`config.mk`:
```
export PLATFORM = sky130hd
export DESIGN_NAME = tank_sensor_scanner
export DESIGN_NICKNAME = d
export VERILOG_FILES = /design/src/rtl/tank_sensor_scanner.sv
export SDC_FILE = /design/constraint.sdc
export NUM_CORES = 1
export LEC_CHECK = 0
export ABC_AREA = 0
export CORE_ASPECT_RATIO = 0.6
export CORE_MARGIN = 3
export CORE_UTILIZATION = 50
export CTS_CLUSTER_SIZE = 16
export DETAILED_ROUTE_END_ITERATION = 12
export PLACE_DENSITY = 0.82
export SLEW_MARGIN = 20
export SYNTH_ARGS = -nofsm -noshare
export SYNTH_HDL_FRONTEND = slang
export SYNTH_SLANG_ARGS = --single-unit
```
`constraint.sdc`:
```
create_clock -name CLK -period 4.69 [get_ports CLK]
set_input_delay 0.938 -clock CLK [delete_from_list [all_inputs] [get_ports CLK]]
set_output_delay 0.938 -clock CLK [all_outputs]
set_load 0.05 [all_outputs]
```
`src/rtl/tank_sensor_scanner.sv`:
```
// -----------------------------------------------------------------------------
// tank_sensor_scanner
//
// Takes a snapshot of every tank sensor word at once, checks each one against
// its own low/high limits, and then presents the held values one channel at a
// time on a single output bus. A channel that is out of range on ALARM_COUNT
// consecutive snapshots raises a sticky alarm, which puts the block into an
// error mode where the bus shows ERR_CODE until clear_alarm is pulsed.
//
// Ports:
//   CLK          clock, every state update happens on its rising edge
//   reset        synchronous, active-high; has priority over everything
//   scan_en      request sampling/scanning
//   clear_alarm  clears alarms, violation counters and error mode
//   sensor_data  live sensor words, channel i at [i*DATA_W +: DATA_W]
//   thr_lo       per-channel low limit (same packing)
//   thr_hi       per-channel high limit (same packing)
//   out_data     currently presented value (registered)
//   out_ch       channel index of out_data (registered)
//   out_valid    out_data/out_ch meaningful (registered)
//   alarm        sticky per-channel alarm bits (registered)
//   error        high while in the ERROR state (registered)
//   scan_count   number of completed sweeps, wraps to 0 (registered)
// -----------------------------------------------------------------------------
module tank_sensor_scanner #(
    parameter int                DATA_W      = 8,
    parameter int                NUM_CH      = 4,
    parameter int                DWELL       = 2,
    parameter int                ALARM_COUNT = 3,
    parameter logic [DATA_W-1:0] ERR_CODE    = 8'hFF,
    parameter int                COUNT_W     = 8
) (
    input  logic                       CLK,
    input  logic                       reset,
    input  logic                       scan_en,
    input  logic                       clear_alarm,
    input  logic [NUM_CH*DATA_W-1:0]   sensor_data,
    input  logic [NUM_CH*DATA_W-1:0]   thr_lo,
    input  logic [NUM_CH*DATA_W-1:0]   thr_hi,
    output logic [DATA_W-1:0]          out_data,
    output logic [$clog2(NUM_CH)-1:0]  out_ch,
    output logic                       out_valid,
    output logic [NUM_CH-1:0]          alarm,
    output logic                       error,
    output logic [COUNT_W-1:0]         scan_count
);

    localparam int CH_W = $clog2(NUM_CH);
    localparam int DW_W = (DWELL > 1) ? $clog2(DWELL) : 1;
    localparam int VC_W = $clog2(ALARM_COUNT + 1);

    typedef enum logic [1:0] {
        ST_IDLE,
        ST_SAMPLE,
        ST_SCAN,
        ST_ERROR
    } state_t;

    state_t              state_q, state_d;
    logic [CH_W-1:0]     ch_q, ch_d;
    logic [DW_W-1:0]     dwell_q, dwell_d;
    logic [DATA_W-1:0]   shadow_q [NUM_CH];
    logic [DATA_W-1:0]   shadow_d [NUM_CH];
    logic [VC_W-1:0]     viol_q   [NUM_CH];
    logic [VC_W-1:0]     viol_d   [NUM_CH];
    logic [NUM_CH-1:0]   alarm_q, alarm_d;
    logic [COUNT_W-1:0]  scan_count_q, scan_count_d;
    logic [DATA_W-1:0]   out_data_q, out_data_d;
    logic [CH_W-1:0]     out_ch_q, out_ch_d;
    logic                out_valid_q, out_valid_d;
    logic                error_q, error_d;

    // Per-channel snapshot value and the violation count it would produce
    // if this cycle were the SAMPLE exit edge.
    logic [DATA_W-1:0]   sens_w     [NUM_CH];
    logic [VC_W-1:0]     viol_upd_w [NUM_CH];

    generate
        for (genvar gi = 0; gi < NUM_CH; gi++) begin : g_chan
            logic [DATA_W-1:0] lo_w;
            logic [DATA_W-1:0] hi_w;
            logic              out_of_range_w;

            assign sens_w[gi]     = sensor_data[gi*DATA_W +: DATA_W];
            assign lo_w           = thr_lo[gi*DATA_W +: DATA_W];
            assign hi_w           = thr_hi[gi*DATA_W +: DATA_W];
            // Values equal to either limit are in range.
            assign out_of_range_w = (sens_w[gi] < lo_w) || (sens_w[gi] > hi_w);
            assign viol_upd_w[gi] = !out_of_range_w ? '0 :
                                    (viol_q[gi] == VC_W'(ALARM_COUNT)) ? viol_q[gi] :
                                    viol_q[gi] + VC_W'(1);
        end
    endgenerate

    always_comb begin
        state_d      = state_q;
        ch_d         = ch_q;
        dwell_d      = dwell_q;
        shadow_d     = shadow_q;
        viol_d       = viol_q;
        alarm_d      = alarm_q;
        scan_count_d = scan_count_q;

        case (state_q)
            ST_IDLE: begin
                if (scan_en) begin
                    state_d = ST_SAMPLE;
                end
            end

            ST_SAMPLE: begin
                for (int i = 0; i < NUM_CH; i++) begin
                    shadow_d[i] = sens_w[i];
                    viol_d[i]   = viol_upd_w[i];
                    if (viol_upd_w[i] == VC_W'(ALARM_COUNT)) begin
                        alarm_d[i] = 1'b1;
                    end
                end
                // A clear on this same edge wins over a freshly raised alarm;
                // the clear itself is applied after the case statement.
                if ((|alarm_d) && !clear_alarm) begin
                    state_d = ST_ERROR;
                end else begin
                    state_d = ST_SCAN;
                    ch_d    = '0;
                    dwell_d = '0;
                end
            end

            ST_SCAN: begin
                if (dwell_q == DW_W'(DWELL - 1)) begin
                    dwell_d = '0;
                    if (ch_q == CH_W'(NUM_CH - 1)) begin
                        // Sweep finished; scan_en is only consulted here, so
                        // dropping it mid-sweep lets the sweep complete.
                        scan_count_d = scan_count_q + COUNT_W'(1);
                        ch_d         = '0;
                        state_d      = scan_en ? ST_SAMPLE : ST_IDLE;
                    end else begin
                        ch_d = ch_q + CH_W'(1);
                    end
                end else begin
                    dwell_d = dwell_q + DW_W'(1);
                end
            end

            ST_ERROR: begin
                if (clear_alarm) begin
                    state_d = ST_IDLE;
                end
            end

            default: begin
                state_d = ST_IDLE;
            end
        endcase

        if (clear_alarm) begin
            alarm_d = '0;
            for (int i = 0; i < NUM_CH; i++) begin
                viol_d[i] = '0;
            end
        end

        // Outputs are registered from the next state so they line up with the
        // state they describe (ch0 shows the cycle after SAMPLE).
        out_data_d  = out_data_q;
        out_ch_d    = out_ch_q;
        out_valid_d = 1'b0;
        error_d     = 1'b0;
        case (state_d)
            ST_SCAN: begin
                out_valid_d = 1'b1;
                out_data_d  = shadow_d[ch_d];
                out_ch_d    = ch_d;
            end
            ST_ERROR: begin
                out_valid_d = 1'b1;
                out_data_d  = ERR_CODE;
                out_ch_d    = '0;
                error_d     = 1'b1;
            end
            default: begin
                out_valid_d = 1'b0;
            end
        endcase
    end

    always_ff @(posedge CLK) begin
        if (reset) begin
            state_q      <= ST_IDLE;
            ch_q         <= '0;
            dwell_q      <= '0;
            alarm_q      <= '0;
            scan_count_q <= '0;
            out_data_q   <= '0;
            out_ch_q     <= '0;
            out_valid_q  <= 1'b0;
            error_q      <= 1'b0;
            for (int i = 0; i < NUM_CH; i++) begin
                shadow_q[i] <= '0;
                viol_q[i]   <= '0;
            end
        end else begin
            state_q      <= state_d;
            ch_q         <= ch_d;
            dwell_q      <= dwell_d;
            alarm_q      <= alarm_d;
            scan_count_q <= scan_count_d;
            out_data_q   <= out_data_d;
            out_ch_q     <= out_ch_d;
            out_valid_q  <= out_valid_d;
            error_q      <= error_d;
            shadow_q     <= shadow_d;
            viol_q       <= viol_d;
        end
    end

    assign out_data   = out_data_q;
    assign out_ch     = out_ch_q;
    assign out_valid  = out_valid_q;
    assign alarm      = alarm_q;
    assign error      = error_q;
    assign scan_count = scan_count_q;

endmodule

```
==> results.yml, run 1 <==
outcome:
  status: "finished, final reports clean"
setup_path:
  arrival_ns: 4.44
  crit_fanout: 9
  start_kind: "input pin"
  path_class: "input pin to register"
  path_cells: "clkdlybuf4s50_1 -> ha_1 -> nor2b_1 -> o211ai_1 -> a211oi_1 -> o31a_1 -> or3b_4 -> o21ai_2 -> or4b_1 -> a311o_1 -> o211a_1"
  cp_slowest_cell: "or4b_1"
  cpPeakStageDelay_ns: 0.64
  cp-end-kind: "register"
  crit_family: "compound AO/OA/AOI/OAI gates"
  worstPathRequired_ns: 4.92
  crit_buf_inv: 1
clocking:
  ctsHoldBuffers: 0
  cts_resized: 0
  clk_path_buf_depth: 2
  post-cts-setup-buffers: 0
  clock-sinks: 69
  clock_latency_ns: 0.34
  clkSlewWorstSetupHoldPaths_ns: 0.05
  cts-root-buf: "clkbuf_16"
  cts_made_buffers: 9
  cts_max_level: 3
  cts_tree: "yes"
yosys:
  ys_seq_area_share_pct: 28.7
  ys.flop_type: "dfxtp_1"
  synth-async-reset-ratio_pct: 0
  synth_edf_count: 0
  syn_inst: 580
  ys_types: 52
  syn-num-nets: 746
  synth_seq_cells: 69
  syn-cell-area_um2: 4810
  synth_area_per_cell_um2: 8.29
  yosysWarnings: 0
place:
  numPlacedInstances: 813
  gp_congestion: 0.823
  io_buffers: 123
  dp_hpwl_um: 10500
routing:
  antenna_left: 0
  drt_iter0_drc: 264
  viasPerCell: 5.56
  vias: 4608
  firstDrtPassIters: 5
  wl_um: 13600
  wl_per_cell_um: 16.3
  route.detailed.drc: 0
power:
  power.internal_mw: 1.31
  clkPwrFrac_pct: 41.6
  combinationalPowerShare_pct: 23.0
  power.density_nw_per_um2: 279
  p_seq_share_pct: 35.4
  p_switching_uw: 487
  peakVddDrop_mv: 0.185
  swShare_pct: 27.0
  total_leakage_power_nw: 2.90
layout:
  drive_above_1_share_pct: 4.72
  antenna_cells: 0
  fin_nets: 860
  final_cells: 829
  area_growth_pct: 34.3
flow_run:
  drv_cap: 0
sta:
  hold_viol_final: 0
  worst_pin_slew_ns: 1.04
  whs_ns: 0.477
  clock.fmax_ghz: 0.238
  setup_viol: 0
  fin_crit_ns: 4.21
  tns_ns: 0
  maxSlewHeadroom_pct: 30.8
  skew_ns: 0.00746
  slew_violations: 0
  rsz0062_at_grt: "no"
  min_period_over_period_pct: 89.7
floorplanning:
  die_width_um: 133
  floorplan.initialDensity_pct: 51.9
  io_pins: 124
  die_h_um: 82.0
  die_area_um2: 10900
  core_area_um2: 9260
  fp-row-count: 27
global_routing:
  grt_use_total_pct: 25.3
  grt_pass1_wl_um: 21800
  grt_pass1_vias: 4576
  grt_max_degree: 80
  grt_overflow: 0
  antenna_found_initial: 0
worst_hold_path:
  min_path_type: "register to register"
## cells by family (layout without fill, tap and decap cells)
group	after synthesis	after routing	share of synthesized area, %
adders and majority gates	66	66	17.2
muxes	41	41	10.7
DFF	69	69	28.7
and+or+nand+nor	179	179	17.8
AOI/OAI and AO/OA	116	116	15.9
xor gates and xnor gates	8	8	1.46
buffers and inverters	101	220	8.28
## power by group through the flow
| stage | clock network, mW | logic (mW) | registers [mW] |
|---|---|---|---|
| global route | 0.779 | 0.457 | 0.640 |
| CTS | 0.757 | 0.413 | 0.637 |
| global placement | 0 | 0.390 | 0.648 |
| floorplan | 0 | 0.222 | 0.666 |
| detailed placement | 0 | 0.410 | 0.649 |
| finish | 0.750 | 0.415 | 0.637 |
## synth_stat cells (7+ instances only)
master / instances / share of area, %
ha_1: 66 / 17
nand2_1: 35 / 2.7
nor3_1: 8 / 0.83
a311o_1: 7 / 1.5
clkbuf_1: 17 / 1.3
mux4_2: 7 / 3.3
nand4_1: 8 / 1.0
inv_1: 78 / 6.1
dfxtp_1: 69 / 29
nor2_1: 74 / 5.8
a21oi_1: 44 / 4.6
a21o_1: 8 / 1.2
mux2i_1: 33 / 6.9
nand3_1: 8 / 0.83
or2_1: 7 / 0.91
o22ai_1: 8 / 1.0
nor2b_1: 10 / 1.3
o21ai_0: 19 / 2.0
o211a_1: 7 / 1.5
## path summary, 6_finish.rpt
path | start | endpoint | slack (ns) | cells past startpoint
worst max-delay path | sensor_data[17] | out_data[7] | 0.48 | 11
worst min-delay path | out_ch[1] | out_ch[1] | 0.48 | 2
worst max register to register | state_q[1] | out_data[7] | 1.53 | 7
worst min register to register | out_ch[1] | out_ch[1] | 0.48 | 2
## cell usage in the layout, fill, tap and decap left out, types with 3 or more instances in the layout
cell type        synthesis  final
a211oi_1                 6      6
a21o_1                   8      8
a21oi_1                 44     44
a311o_1                  7      7
and3_1                   6      6
and4_1                   4      4
buf_4                    0      3
clkbuf_16                0      9
clkdlybuf4s50_1          0    122
dfxtp_1                 69     69
ha_1                    66     65
inv_1                   78     78
mux2i_1                 33     33
mux4_2                   7      7
nand2_1                 35     35
nand2b_1                 4      4
nand3_1                  8      8
nand4_1                  8      8
nor2_1                  74     74
nor2b_1                 10     10
nor3_1                   8      8
o211a_1                  7      7
o21ai_0                 19     19
o22ai_1                  8      8
or2_1                    7      7
or2_2                    3      3
or2b_1                   4      4
xnor2_1                  3      3
xor2_1                   5      5
## stage by stage
stage	total power, mW	setup WS (ns)	util (%)	area [µm²]
after global placement	1.04	0.298	66.2	6130
after floorplan	0.888	1.14	-	4810
after global routing	1.88	0.373	69.7	6450
after detailed placement	1.06	0.198	66.2	6130
final	1.80	0.484	69.7	6450
after CTS	1.81	0.556	69.7	6450
## worst min-delay path: stages (launching register included)
cell and delay [ns]:
dfxtp_1 0.32, nand2_1 0.06, a21oi_1 0.05
## metal layers
layer	up-vias	share of wire [%]	track usage, %
met5	-	0	0
met4	0	1.8	8.71
met3	25	8.2	6.67
met1	2160	44	31.9
li1	2236	-	-
met2	187	46	42.7
## registers in the layout (all words and copies together), names as in the netlist, 2 cells and up
signal,cells
shadow_q,32
out_data,8
scan_count,8
viol_q,8
alarm,4
ch_q,2
out_ch,2
state_q,2
## area by class of cell
| type | instances | area [µm²] |
|---|---|---|
| multi-input combinational | 410 | 3040 |
| timing repair buffer | 126 | 1250 |
| clock inverter | 3 | 67.6 |
| inverter | 78 | 293 |
| tap | 130 | 163 |
| fill | 737 | 2800 |
| sequential | 69 | 1380 |
| clock buffer | 13 | 260 |
Power figures use the tool's default switching activity.
==> inputs of run 2 (changes only) <==
==> constraint.sdc (replaced) <==
create_clock -name CLK -period 4.69 [get_ports CLK]
set_input_delay 1.1725 -clock CLK [delete_from_list [all_inputs] [get_ports CLK]]
set_output_delay 1.1725 -clock CLK [all_outputs]
set_load 0.05 [all_outputs]
==> run 2 against run 1 <==
Net effect: sequential share of layout area down 0.14 points; clock-buffer cell count down 1; non-clock buffer count up 10; routed wire length up 0.93%; power down 4.0%; clock power down 11%; flip-flop and latch count unchanged; setup slack worse by 0.16 ns; core utilization up 0.45 points; sequential power about the same; die area unchanged; clock skew about the same.
==> results.yml, run 2 (synthesized netlist as in run 1, its figures left out) <==
floorplanning:
  core_area_um2: 9260
  die_area_um2: 10900
  floorplan.initialDensity_pct: 51.9
  die_h_um: 82.0
  die_width_um: 133
  io_pins: 124
  fp-row-count: 27
routing:
  routedLengthMet1_um: 6200
  firstDrtPassIters: 5
  vias: 4683
  route.detailed.drc: 0
  wl_um: 13700
  drt_iter0_drc: 316
  wl_met2_um: 6160
  antenna_left: 0
  wl_per_cell_um: 16.3
  wl_met3_um: 1030
  top_layer_used: "met4"
  viasPerCell: 5.58
setup_path:
  start_kind: "input pin"
  arrival_ns: 4.59
  cpPeakStageDelay_ns: 0.53
  worstPathRequired_ns: 4.91
  crit_fanout: 18
  path_cells: "clkdlybuf4s50_1 -> ha_1 -> nand4_1 -> nor2_1 -> a21oi_1 -> o31a_1 -> or3b_4 -> o31a_1 -> mux4_1 -> nor2_1 -> a2111oi_1"
  cp_slowest_cell: "o31a_1"
  cp-end-kind: "register"
  path_class: "input pin to register"
flow_run:
  drv_cap: 0
global_routing:
  grt_use_total_pct: 25.6
  grt_max_degree: 80
  antenna_found_initial: 0
  grt_overflow: 0
  grt_pass1_vias: 4735
  grt_pass1_wl_um: 22300
layout:
  final_cells: 839
  largest_register_ffs: 32
  regMostFlops: "shadow_q"
  fin_nets: 870
  layout_common_cells: "122 x clkdlybuf4s50_1, 78 x inv_1, 74 x nor2_1"
  drive_above_1_share_pct: 6.06
  num-fill-cells: 713
  final_common_cell: "clkdlybuf4s50_1"
  antenna_cells: 0
  area_growth_pct: 35.1
clocking:
  clkSlewWorstSetupHoldPaths_ns: 0.06
  cts-root-buf: "clkbuf_16"
  clk_path_buf_depth: 2
  clock_latency_ns: 0.33
  post-cts-setup-buffers: 0
  cts_resized: 0
  ctsHoldBuffers: 0
  cts_tree: "yes"
  cts_max_level: 3
  cts_made_buffers: 9
  clock-sinks: 69
sta:
  maxSlewHeadroom_pct: 31.8
  fin_crit_ns: 4.37
  tns_ns: 0
  setup_viol: 0
  skew_ns: 0.00792
  hold_viol_final: 0
  rsz0062_at_grt: "no"
  slew_violations: 0
  min_period_over_period_pct: 93.2
  worst_pin_slew_ns: 1.02
  clock.fmax_ghz: 0.229
  final.setup.worst_slack_ns: 0.319
outcome:
  status: "finished, final reports clean"
power:
  total_leakage_power_nw: 2.93
  finalPower_mw: 1.73
  power.density_nw_per_um2: 266
  peakVddDrop_mv: 0.204
place:
  post-place-ws_ns: 0.0235
  io_buffers: 123
  gp_congestion: 0.859
  dp_hpwl_um: 10600
  numPlacedInstances: 823
worst_hold_path:
  min_path_type: "register to register"
==> run 2: power by group <==
group,switching (mW),leakage [nW],internal (mW),total [mW]
logic,0.216,2.23,0.207,0.423
registers,0.0217,0.561,0.617,0.639
clock network,0.244,0.143,0.424,0.668
==> run 2: path summary, 6_finish.rpt <==
check	slack, ns	startpoint	cells after the start	end
min	0.48	out_ch[1]	2	out_ch[1]
max	0.32	sensor_data[22]	11	out_data[0]
max reg2reg	1.45	state_q[1]	7	out_data[2]
min reg2reg	0.48	out_ch[1]	2	out_ch[1]
==> run 2: metrics by stage <==
| stage | hold slack, ns | util (%) | cell area (µm²) |
|---|---|---|---|
| 2_1_floorplan | 0.451 | - | 4810 |
| 3_3_place_gp | 0.464 | 67.0 | 6200 |
| 3_5_place_dp | 0.475 | 67.0 | 6200 |
| 4_1_cts | 0.482 | 70.2 | 6490 |
| 5_1_grt | 0.503 | 70.2 | 6490 |
| 6_report | 0.476 | 70.2 | 6490 |
==> run 2: area by class of cell <==
cell class | count | area, µm² | area share (%)
tap | 130 | 163 | 2.50
multi-input combinational | 410 | 3040 | 46.8
clock inverter | 4 | 47.5 | 0.732
clock buffer | 12 | 246 | 3.80
sequential | 69 | 1380 | 21.3
timing repair buffer | 136 | 1320 | 20.4
inverter | 78 | 293 | 4.51
==> run 2: critical path, delay by kind of cell <==
family          cells  cell delay, ns
fa+ha+maj           1            0.37
mux                 1            0.43
simple gates        4            0.75
buf+inv             1            0.51
compound gates      4            1.34
==> run 2: routing by layer <==
| metal | vias up | GRT usage [%] |
|---|---|---|
| met5 | - | 0 |
| met4 | 0 | 9.02 |
| met3 | 34 | 7.22 |
| met2 | 193 | 44.2 |
| met1 | 2204 | 31.3 |
| li1 | 2252 | - |
==> inputs of run 3 (changes only) <==
--- a/config.mk
+++ b/config.mk
@@ -12,6 +12,7 @@
 export CTS_CLUSTER_SIZE = 16
 export DETAILED_ROUTE_END_ITERATION = 12
 export PLACE_DENSITY = 0.82
+export SKIP_LAST_GASP = 1
 export SLEW_MARGIN = 20
 export SYNTH_ARGS = -nofsm -noshare
 export SYNTH_HDL_FRONTEND = slang
==> constraint.sdc (replaced) <==
create_clock -name CLK -period 4.69 [get_ports CLK]
set_input_delay 1.407 -clock CLK [delete_from_list [all_inputs] [get_ports CLK]]
set_output_delay 1.407 -clock CLK [all_outputs]
set_load 0.05 [all_outputs]
==> run 3 against run 2 <==
Net effect: core utilization grew 1.5 points; global-route usage shrank 0.26 points; clock-buffer cell count is the same; register-to-register slack gained 0.20 ns; routed wire length grew 0.88%; clock power shrank 7.9%; critical path type unchanged; critical endpoint unchanged.
==> results.yml, run 3 (synthesized netlist as in run 1, its figures left out) <==
outcome:
  status: "finished, final reports clean"
layout:
  antenna_cells: 0
  area_growth_pct: 38.1
  drive_above_1_share_pct: 9.05
  final_cells: 859
  layout_common_cells: "122 x clkdlybuf4s50_1, 78 x inv_1, 74 x nor2_1"
  regMostFlops: "shadow_q"
  fin_area_um2: 6640
  num-fill-cells: 721
  final_common_cell: "clkdlybuf4s50_1"
  fin_nets: 892
  largest_register_ffs: 32
  utilization_pct: 71.7
floorplanning:
  die_width_um: 133
  die_h_um: 82.0
  core_area_um2: 9260
  die_area_um2: 10900
  floorplan.initialDensity_pct: 51.9
  fp-row-count: 27
  io_pins: 124
global_routing:
  grt_pass1_wl_um: 22300
  grt_overflow: 0
  grt_max_degree: 80
  grt_use_total_pct: 25.4
  antenna_found_initial: 0
  grt_pass1_vias: 4776
routing:
  wl_per_cell_um: 16.1
  wl_um: 13800
  viasPerCell: 5.45
  vias: 4680
  route.detailed.drc: 0
  firstDrtPassIters: 5
  antenna_left: 0
  drt_iter0_drc: 313
sta:
  setup_viol: 0
  tns_ns: 0
  whs_ns: 0.491
  clock.fmax_ghz: 0.223
  skew_ns: 0.00828
  worst_pin_slew_ns: 1.03
  slew_violations: 0
  min_period_over_period_pct: 95.5
  fin_crit_ns: 4.48
  maxSlewHeadroom_pct: 31.5
  final.setup.worst_slack_ns: 0.213
  hold_viol_final: 0
  rsz0062_at_grt: "no"
setup_path:
  cp_slowest_cell: "o31a_2"
  crit_family: "compound AO/OA/AOI/OAI gates"
  arrival_ns: 4.70
  timing.rr.start: "state_q[1]"
  path_class: "input pin to register"
  cpPeakStageDelay_ns: 0.49
  ff2ff_setup_slack_ns: 1.65
  path_cells: "clkdlybuf4s50_1 -> inv_1 -> ha_1 -> and4_1 -> nand2_1 -> and3_1 -> a221oi_1 -> nand2_1 -> o31a_2 -> mux4_1 -> nor2_1 -> a2111oi_1"
  rr_worst_depth: 8
  crit_fanout: 18
  cp-end-kind: "register"
  worstPathRequired_ns: 4.91
  crit_buf_inv: 2
  timing.rr.end: "out_data[7]"
  worst_path_most_repeated_cell: "nand2_1"
  start_kind: "input pin"
clocking:
  post-cts-setup-buffers: 0
  clock-sinks: 69
  cts_resized: 0
  clk_path_buf_depth: 2
  clkSlewWorstSetupHoldPaths_ns: 0.05
  cts-root-buf: "clkbuf_16"
  cts_made_buffers: 9
  cts_max_level: 3
  cts_tree: "yes"
  ctsHoldBuffers: 0
  clock_latency_ns: 0.34
worst_hold_path:
  min_from: "viol_q[4]"
  min_to: "viol_q[4]"
  min_path_type: "register to register"
  hold-path-cell-count: 2
place:
  post-place-ws_ns: -0.168
  dp_hpwl_um: 10800
  gp_congestion: 0.891
  dpl_cell_area_um2: 6370
  numPlacedInstances: 845
  io_buffers: 123
power:
  power.density_nw_per_um2: 254
  total_leakage_power_nw: 3.03
  combinationalPowerShare_pct: 25.7
  clkPwrFrac_pct: 36.5
  finalPower_mw: 1.69
  peakVddDrop_mv: 0.201
  p_switching_uw: 474
  swShare_pct: 28.1
  power.internal_mw: 1.21
  p_seq_share_pct: 37.8
flow_run:
  drv_cap: 0
-- run 3: changes by cell type in the layout (fill, tap and decap cells not counted), sizes merged --
cell      before  now
buf           14   36
bufinv         1    0
clkinvlp       1    0
-- run 3: cell type report --
cell class	instances	area, µm²	area share (%)
clock buffer	12	256	3.86
clock inverter	2	10.0	0.151
inverter	78	293	4.41
multi-input combinational	410	3050	45.9
sequential	69	1380	20.8
tap	130	163	2.45
timing repair buffer	158	1490	22.4
-- run 3: how the worst max path moves through the flow --
stage / startpoint / to / slack [ns] / depth (start not counted)
final: thr_hi[7] / out_data[0] / 0.21 / 12
after global routing: sensor_data[23] / out_data[0] / 0.04 / 11
after CTS: sensor_data[17] / out_data[7] / 0.16 / 11
after detailed placement: sensor_data[17] / out_data[6] / -0.17 / 11
after global placement: sensor_data[19] / out_data[0] / -0.007 / 11
after floorplan: thr_hi[9] / out_data[1] / 0.68 / 12
-- run 3: layer usage --
| metal | GRT usage (%) | up-vias | wire, µm |
|---|---|---|---|
| li1 | - | 2302 | - |
| met3 | 6.36 | 17 | 869 |
| met2 | 44.3 | 179 | 6420 |
| met4 | 6.64 | 0 | 173 |
| met5 | 0 | - | 0 |
| met1 | 31.9 | 2182 | 6330 |
-- run 3: power by group through the flow --
stage               combinational (mW)  clock [mW]  sequential, mW
finish                           0.434       0.615           0.638
global route                     0.477       0.647           0.640
CTS                              0.432       0.622           0.637
detailed placement               0.428           0           0.649
floorplan                        0.222           0           0.666
global placement                 0.406           0           0.646
-- run 3: tightest hold or removal path, delay by kind of cell (launching register included) --
kind,cells,cell delay (ns)
simple gates,2,0.13
flops,1,0.32
